--- src/rtl/raster_timing_pkg.sv ---
// Shared raster timing constants, state encodings and per-axis boundary helpers.
package raster_timing_pkg;

    localparam int CNT_W   = 13;
    localparam int CNT_MAX = (1 << CNT_W) - 1;

    typedef logic [CNT_W-1:0] cnt_t;

    // 1280x800 CVT reduced-blanking defaults.
    localparam int DEF_H_ACTIVE   = 1280;
    localparam int DEF_H_FP       = 48;
    localparam int DEF_H_SYNC     = 32;
    localparam int DEF_H_BP       = 80;
    localparam int DEF_V_ACTIVE   = 800;
    localparam int DEF_V_FP       = 3;
    localparam int DEF_V_SYNC     = 6;
    localparam int DEF_V_BP       = 14;
    localparam int DEF_HSYNC_POL  = 1;
    localparam int DEF_VSYNC_POL  = 0;
    localparam int DEF_PIPE_DELAY = 1;

    typedef enum logic [1:0] {H_ACT, H_FRONT, H_SYNC, H_BACK} h_state_t;
    typedef enum logic [1:0] {V_ACT, V_FRONT, V_SYNC, V_BACK} v_state_t;

    // Axis-neutral encoding used by the shared counter; same order as above.
    typedef enum logic [1:0] {AX_ACT, AX_FRONT, AX_SYNC, AX_BACK} axis_state_t;

    // Last count value of each region along one axis.
    typedef struct packed {
        cnt_t act_last;
        cnt_t front_last;
        cnt_t sync_last;
        cnt_t total_last;
    } axis_bounds_t;

    function automatic int axis_total(input int active, input int fp,
                                      input int sync_w, input int bp);
        return active + fp + sync_w + bp;
    endfunction

    function automatic axis_bounds_t axis_bounds(input int active, input int fp,
                                                 input int sync_w, input int bp);
        axis_bounds_t b;
        b.act_last   = cnt_t'(active - 1);
        b.front_last = cnt_t'(active + fp - 1);
        b.sync_last  = cnt_t'(active + fp + sync_w - 1);
        b.total_last = cnt_t'(axis_total(active, fp, sync_w, bp) - 1);
        return b;
    endfunction

    // Region a count value falls in; tolerant of zero-width porches.
    function automatic axis_state_t axis_region(input cnt_t c, input axis_bounds_t b);
        if (c <= b.act_last)   return AX_ACT;
        if (c <= b.front_last) return AX_FRONT;
        if (c <= b.sync_last)  return AX_SYNC;
        return AX_BACK;
    endfunction

    function automatic h_state_t to_h_state(input axis_state_t s);
        case (s)
            AX_FRONT: return H_FRONT;
            AX_SYNC:  return H_SYNC;
            AX_BACK:  return H_BACK;
            default:  return H_ACT;
        endcase
    endfunction

    function automatic v_state_t to_v_state(input axis_state_t s);
        case (s)
            AX_FRONT: return V_FRONT;
            AX_SYNC:  return V_SYNC;
            AX_BACK:  return V_BACK;
            default:  return V_ACT;
        endcase
    endfunction

endpackage

--- src/rtl/raster_axis_counter.sv ---
// One raster axis: position counter plus region FSM, advancing only when step is high.
module raster_axis_counter
    import raster_timing_pkg::*;
#(
    parameter int ACTIVE = DEF_H_ACTIVE,
    parameter int FP     = DEF_H_FP,
    parameter int SYNC_W = DEF_H_SYNC,
    parameter int BP     = DEF_H_BP
) (
    input  logic             rst,
    input  logic             raster_clk,
    input  logic             step,
    output logic [CNT_W-1:0] count,
    output axis_state_t      state,
    output logic             wrap
);

    localparam axis_bounds_t BOUNDS = axis_bounds(ACTIVE, FP, SYNC_W, BP);

    logic [CNT_W-1:0] count_next;

    // wrap marks the last position of the axis; the next step returns to 0.
    assign wrap       = (count == BOUNDS.total_last);
    assign count_next = wrap ? '0 : count + cnt_t'(1);

    // Advance position and region together so state always describes count.
    always_ff @(posedge raster_clk or posedge rst) begin
        if (rst) begin
            count <= '0;
            state <= AX_ACT;
        end else if (step) begin
            count <= count_next;
            state <= axis_region(count_next, BOUNDS);
        end
    end

endmodule

--- src/rtl/raster_timing_gen.sv ---
// Raster timing generator: registered coordinates/strobes for render stages and
// polarity-corrected, delay-matched sync/DE for the physical video port.
module raster_timing_gen #(
    parameter int H_ACTIVE   = raster_timing_pkg::DEF_H_ACTIVE,
    parameter int H_FP       = raster_timing_pkg::DEF_H_FP,
    parameter int H_SYNC     = raster_timing_pkg::DEF_H_SYNC,
    parameter int H_BP       = raster_timing_pkg::DEF_H_BP,
    parameter int V_ACTIVE   = raster_timing_pkg::DEF_V_ACTIVE,
    parameter int V_FP       = raster_timing_pkg::DEF_V_FP,
    parameter int V_SYNC     = raster_timing_pkg::DEF_V_SYNC,
    parameter int V_BP       = raster_timing_pkg::DEF_V_BP,
    parameter int HSYNC_POL  = raster_timing_pkg::DEF_HSYNC_POL,
    parameter int VSYNC_POL  = raster_timing_pkg::DEF_VSYNC_POL,
    parameter int PIPE_DELAY = raster_timing_pkg::DEF_PIPE_DELAY
) (
    input  logic        rst,
    input  logic        raster_clk,
    input  logic        en,
    output logic [12:0] raster_x,
    output logic [12:0] raster_y,
    output logic        raster_h_synk,
    output logic        raster_v_synk,
    output logic        raster_de,
    output logic        line_start,
    output logic        frame_start,
    output logic        out_hsync,
    output logic        out_vsync,
    output logic        out_de
);

    if (raster_timing_pkg::axis_total(H_ACTIVE, H_FP, H_SYNC, H_BP) > raster_timing_pkg::CNT_MAX) begin : g_h_total_check
        $error("raster_timing_gen: H_TOTAL exceeds 8191");
    end
    if (raster_timing_pkg::axis_total(V_ACTIVE, V_FP, V_SYNC, V_BP) > raster_timing_pkg::CNT_MAX) begin : g_v_total_check
        $error("raster_timing_gen: V_TOTAL exceeds 8191");
    end
    if (PIPE_DELAY < 0 || PIPE_DELAY > 15) begin : g_pipe_check
        $error("raster_timing_gen: PIPE_DELAY must be 0..15");
    end

    localparam logic H_INV = (HSYNC_POL == 0);
    localparam logic V_INV = (VSYNC_POL == 0);

    logic [12:0]                    h_cnt;
    logic [12:0]                    v_cnt;
    raster_timing_pkg::axis_state_t h_ax;
    raster_timing_pkg::axis_state_t v_ax;
    raster_timing_pkg::h_state_t    h_state;
    raster_timing_pkg::v_state_t    v_state;
    logic                           h_wrap;
    logic                           v_wrap;
    logic                           v_step;
    logic                           at_origin;
    logic [2:0]                     tap;

    assign v_step  = en & h_wrap;
    assign h_state = raster_timing_pkg::to_h_state(h_ax);
    assign v_state = raster_timing_pkg::to_v_state(v_ax);

    raster_axis_counter #(
        .ACTIVE (H_ACTIVE),
        .FP     (H_FP),
        .SYNC_W (H_SYNC),
        .BP     (H_BP)
    ) u_h_axis (
        .rst        (rst),
        .raster_clk (raster_clk),
        .step       (en),
        .count      (h_cnt),
        .state      (h_ax),
        .wrap       (h_wrap)
    );

    raster_axis_counter #(
        .ACTIVE (V_ACTIVE),
        .FP     (V_FP),
        .SYNC_W (V_SYNC),
        .BP     (V_BP)
    ) u_v_axis (
        .rst        (rst),
        .raster_clk (raster_clk),
        .step       (v_step),
        .count      (v_cnt),
        .state      (v_ax),
        .wrap       (v_wrap)
    );

    // Track whether the counters sit on pixel (0,0): true out of reset and after a full-frame wrap.
    always_ff @(posedge raster_clk or posedge rst) begin
        if (rst) begin
            at_origin <= 1'b1;
        end else if (en) begin
            at_origin <= h_wrap & v_wrap;
        end
    end

    // Register the current pixel's description; while paused, pulses and DE drop and the rest holds.
    always_ff @(posedge raster_clk or posedge rst) begin
        if (rst) begin
            raster_x      <= '0;
            raster_y      <= '0;
            raster_h_synk <= 1'b0;
            raster_v_synk <= 1'b0;
            raster_de     <= 1'b0;
            line_start    <= 1'b0;
            frame_start   <= 1'b0;
        end else if (en) begin
            raster_x      <= h_cnt;
            raster_y      <= v_cnt;
            raster_h_synk <= (h_state == raster_timing_pkg::H_SYNC);
            raster_v_synk <= (v_state == raster_timing_pkg::V_SYNC);
            raster_de     <= (h_state == raster_timing_pkg::H_ACT) && (v_state == raster_timing_pkg::V_ACT);
            line_start    <= (h_cnt == '0);
            frame_start   <= at_origin;
        end else begin
            raster_de     <= 1'b0;
            line_start    <= 1'b0;
            frame_start   <= 1'b0;
        end
    end

    // Delay line carries active-high {hsync, vsync, de}; polarity is applied only at the pins.
    if (PIPE_DELAY == 0) begin : g_bypass
        assign tap = {raster_h_synk, raster_v_synk, raster_de};
    end else begin : g_pipe
        logic [2:0] stage [PIPE_DELAY];

        // Shift every clock, independent of en, so the port stays aligned with render data.
        always_ff @(posedge raster_clk or posedge rst) begin
            if (rst) begin
                for (int i = 0; i < PIPE_DELAY; i++) stage[i] <= '0;
            end else begin
                stage[0] <= {raster_h_synk, raster_v_synk, raster_de};
                for (int i = 1; i < PIPE_DELAY; i++) stage[i] <= stage[i-1];
            end
        end

        assign tap = stage[PIPE_DELAY-1];
    end

    assign out_hsync = tap[2] ^ H_INV;
    assign out_vsync = tap[1] ^ V_INV;
    assign out_de    = tap[0];

endmodule

--- config.mk ---
export PLATFORM = sky130hd
export DESIGN_NAME = raster_timing_gen
export DESIGN_NICKNAME = d
export VERILOG_FILES = /design/src/rtl/raster_timing_pkg.sv /design/src/rtl/raster_axis_counter.sv /design/src/rtl/raster_timing_gen.sv
export SDC_FILE = /design/constraint.sdc
export NUM_CORES = 1
export LEC_CHECK = 0
export CAP_MARGIN = 15
export CELL_PAD_IN_SITES_DETAIL_PLACEMENT = 1
export CELL_PAD_IN_SITES_GLOBAL_PLACEMENT = 2
export CORE_ASPECT_RATIO = 2
export CORE_MARGIN = 3
export CORE_UTILIZATION = 36
export CTS_CLUSTER_DIAMETER = 100
export DETAILED_ROUTE_END_ITERATION = 12
export GPL_TIMING_DRIVEN = 0
export PLACE_DENSITY_LB_ADDON = 0.25
export SLEW_MARGIN = 20
export SYNTH_ARGS = -nofsm -noshare
export SYNTH_HDL_FRONTEND = slang
export SYNTH_SLANG_ARGS = --single-unit
--- constraint.sdc ---
create_clock -name raster_clk -period 2.96 [get_ports raster_clk]
set_input_delay 0.444 -clock raster_clk [delete_from_list [all_inputs] [get_ports raster_clk]]
set_output_delay 0.444 -clock raster_clk [all_outputs]
set_load 0.05 [all_outputs]
==> flow_summary.yaml, run 1 <==
run_status:
  status: "complete, no violations"
detailed_routing:
  drt-total-wl_um: 10100
  routed_via_density: 5.53
  drtIter0Drc: 134
  firstDrtPassIters: 4
  wl_per_cell_um: 18.8
  drc: 0
  antenna_left: 0
  dr_total_vias: 2983
synthesis:
  syn_area_per_cell_um2: 9.86
  synthArstFlopShare: 1.00
  netlist_area_um2: 3530
  synthFlopType: "dfrtp_1"
  synth.distinct_cells: 57
  synth_nets: 366
  yosysSeqAreaShare: 0.461
  synthCells: 358
  ys_seq_elements: 65
  synth_edf_count: 0
  ys.warnings.count: 0
floorplanning:
  fp-row-count: 50
  num_io_pins: 37
  die_area_um2: 11100
  die_w_um: 76.0
  initial_core_util: 0.374
  die_height_um: 146
  coreArea_um2: 9450
hold_path:
  hold_start: "raster_de"
  hold_class: "flip-flop to flip-flop"
grt:
  grt_max_degree: 50
  grt_pass1_wl_um: 16400
  grt_pass1_vias: 3207
  antenna_found_initial: 0
  grt_use_total: 0.190
  grt-ovfl-total: 0
critical_path:
  setup.worst_path.start: "u_h_axis.count[0]"
  r2r-start: "u_h_axis.count[0]"
  path_max_fanout: 10
  critPathCaptureType: "flip-flop"
  arrival_ns: 2.93
  startpoint_type: "flip-flop"
  critical_path_required_ns: 3.15
  path_class: "flip-flop to flip-flop"
place:
  place_ws_ns: 0.0177
  routabilityCongestion: 0.879
  portBuffers: 36
  post-dp-hpwl_um: 7480
clock_tree:
  cts_root_buffer: "clkbuf_16"
  post_cts_buffers: 0
  cts_sinks: 65
  cts_tree: "yes"
  cts.clk_slew.worst_paths_ns: 0.05
  clock_latency_ns: 0.33
  cts-buffers-inserted: 9
  cts_max_level: 3
  ctsLongestPathBuffers: 2
layout:
  syn2layout_area_growth_pct: 24.3
  layout-drive-gt1-share: 0.156
  multiInputGateArea_um2: 1760
  seqCellArea_um2: 1630
  nFillCells: 1053
  layout.nets: 413
  antennaDiodeCount: 0
timing:
  slew_viol_final: 0
  timing_hold_violations_final: 0
  setup_tns_ns: 0
  setup_viol: 0
  finalClockSkew_ns: 0.00576
  rsz0062_at_grt: "false"
  fmax_mhz: 365
  period_needed_ns: 2.74
  setup_ws_ns: 0.220
  timing.hold.ws_ns: 0.375
  fin_crit_sh: 0.926
  tightest_slew_ns: 1.04
  slew_headroom: 0.301
job:
  cap_violations: 0
pwr:
  vdd_drop_max_v: 0.000338
  power.leakage_nw: 1.77
  pwr_density_cell_nw_per_um2: 645
==> synthesized netlist by cell type (2+ instances only) <==
cell | instances | area, um^2
and4_1 | 5 | 43.8
o31ai_1 | 10 | 75.1
clkbuf_1 | 15 | 56.3
buf_1 | 3 | 11.3
nand2_1 | 39 | 146
or3_1 | 4 | 25.0
or4_1 | 2 | 15.0
nor2b_1 | 2 | 12.5
o21ai_0 | 26 | 130
dfrtp_1 | 64 | 1600
o211ai_1 | 3 | 22.5
a22o_1 | 2 | 17.5
and2_1 | 3 | 18.8
nor4b_1 | 3 | 26.3
mux2_2 | 28 | 315
nor3_1 | 10 | 50.1
buf_2 | 6 | 30.0
nand3_1 | 11 | 55.1
a22oi_1 | 2 | 15.0
xnor2_1 | 14 | 123
nand4_1 | 6 | 37.5
nor2_1 | 20 | 75.1
and3_1 | 7 | 43.8
o2111ai_1 | 2 | 17.5
ha_1 | 5 | 62.6
o22ai_1 | 2 | 12.5
inv_1 | 8 | 30.0
or4_4 | 3 | 33.8
nor4_1 | 4 | 25.0
a31oi_1 | 4 | 25.0
xor2_1 | 6 | 52.6
a21oi_1 | 13 | 65.1
nand2_2 | 2 | 12.5
==> per-stage QoR <==
step | total power [W] | utilization | cell area (um^2) | instances
after floorplan | 0.00154 | - | 3530 | 358
after global placement | 0.00175 | 0.429 | 4050 | 524
after detailed placement | 0.00177 | 0.432 | 4080 | 525
after CTS | 0.00285 | 0.463 | 4380 | 539
after global routing | 0.00297 | 0.464 | 4380 | 539
final | 0.00283 | 0.464 | 4380 | 539
==> worst max-delay path, stage by stage, from the launching register on <==
cell	delay, ns
dfrtp_1	0.47
ha_2	0.35
nand4_1	0.22
or4_1	0.54
a21oi_1	0.31
nand4_1	0.14
o31ai_1	0.41
a22oi_1	0.16
==> sequential cells by signal (all words and copies together), names as in the netlist <==
register and flops:
u_v_axis.count 13, u_h_axis.count 13, at_origin 1, raster_v_synk 1
raster_x 13, frame_start 1, line_start 1, raster_h_synk 1
raster_de 1, u_h_axis.state 2, g_pipe.stage 3, raster_y 13
u_v_axis.state 2
==> worst paths after layout <==
kind	to	slack, ns	cells after the start
hold reg to reg	g_pipe.stage[0]	0.38	0
min in group asynchronous	raster_y[0]	0.41	2
hold / removal	g_pipe.stage[0]	0.38	0
max in group asynchronous	at_origin	1.99	3
setup / recovery	u_h_axis.state[1]	0.22	7
setup reg to reg	u_h_axis.state[1]	0.22	7
==> per-layer routing <==
layer	track usage	up-vias	routed length [um]
met1	0.182	1489	3550
met2	0.368	71	5860
li1	-	1394	-
met3	0.0328	29	253
met5	0	-	0
met4	0.114	0	463
==> cells in the final DEF, fill, tap and decap left out, types with 4 or more instances in the layout <==
| master | n |
|---|---|
| a21oi_1 | 13 |
| and3_1 | 7 |
| nand3_1 | 11 |
| nor2_1 | 20 |
| and4_1 | 5 |
| xor2_1 | 6 |
| ha_1 | 4 |
| nor3_1 | 10 |
| clkbuf_1 | 16 |
| xnor2_1 | 14 |
| nand2_1 | 39 |
| nand4_1 | 6 |
| o31ai_1 | 10 |
| inv_1 | 7 |
| clkbuf_16 | 9 |
| a31oi_1 | 4 |
| buf_2 | 6 |
| mux2_2 | 28 |
| dfrtp_1 | 64 |
| or3_1 | 4 |
| o21ai_0 | 26 |
| clkdlybuf4s50_1 | 36 |
==> kinds of logic after synthesis <==
group,count (synthesis),share of synthesized area
compound gates,75,0.135
xor+xnor,20,0.0496
fa+ha+maj,5,0.0177
buf+inv,35,0.0429
flops,65,0.461
mux,29,0.0922
simple gates,129,0.201
==> power breakdown <==
| part | total, W | leakage [nW] | switching [W] | internal, W |
|---|---|---|---|---|
| clock | 0.00107 | 0.142 | 0.000381 | 0.000693 |
| combinational | 0.000718 | 0.756 | 0.000464 | 0.000253 |
| sequential | 0.00103 | 0.870 | 0.0000629 | 0.000971 |
==> area by class of cell <==
class                           instances  area share
Timing Repair Buffer                   37      0.0885
Clock buffer                           13      0.0594
Tap cell                              130      0.0371
Buffer                                 26      0.0268
Inverter                                8     0.00742
Multi-Input combinational cell        258       0.401
Clock inverter                          2     0.00856
Sequential cell                        65       0.371
==> repair_timing <==
action,4_1_cts,5_1_grt
pin swaps,0,0
hold endpoints to repair,0,0
resized for setup,0,2
hold buffers,0,0
endpoints found under the setup margin,1,4
Power figures use the tool's default switching activity.
==> run 2, diff against run 1 <==
==> constraint.sdc (replaced) <==
create_clock -name raster_clk -period 2.96 [get_ports raster_clk]
set_input_delay 0.74 -clock raster_clk [delete_from_list [all_inputs] [get_ports raster_clk]]
set_output_delay 0.74 -clock raster_clk [all_outputs]
set_load 0.05 [all_outputs]
==> results of run 2 <==
Same layout as run 1 (identical final DEF). Status: complete, no violations.
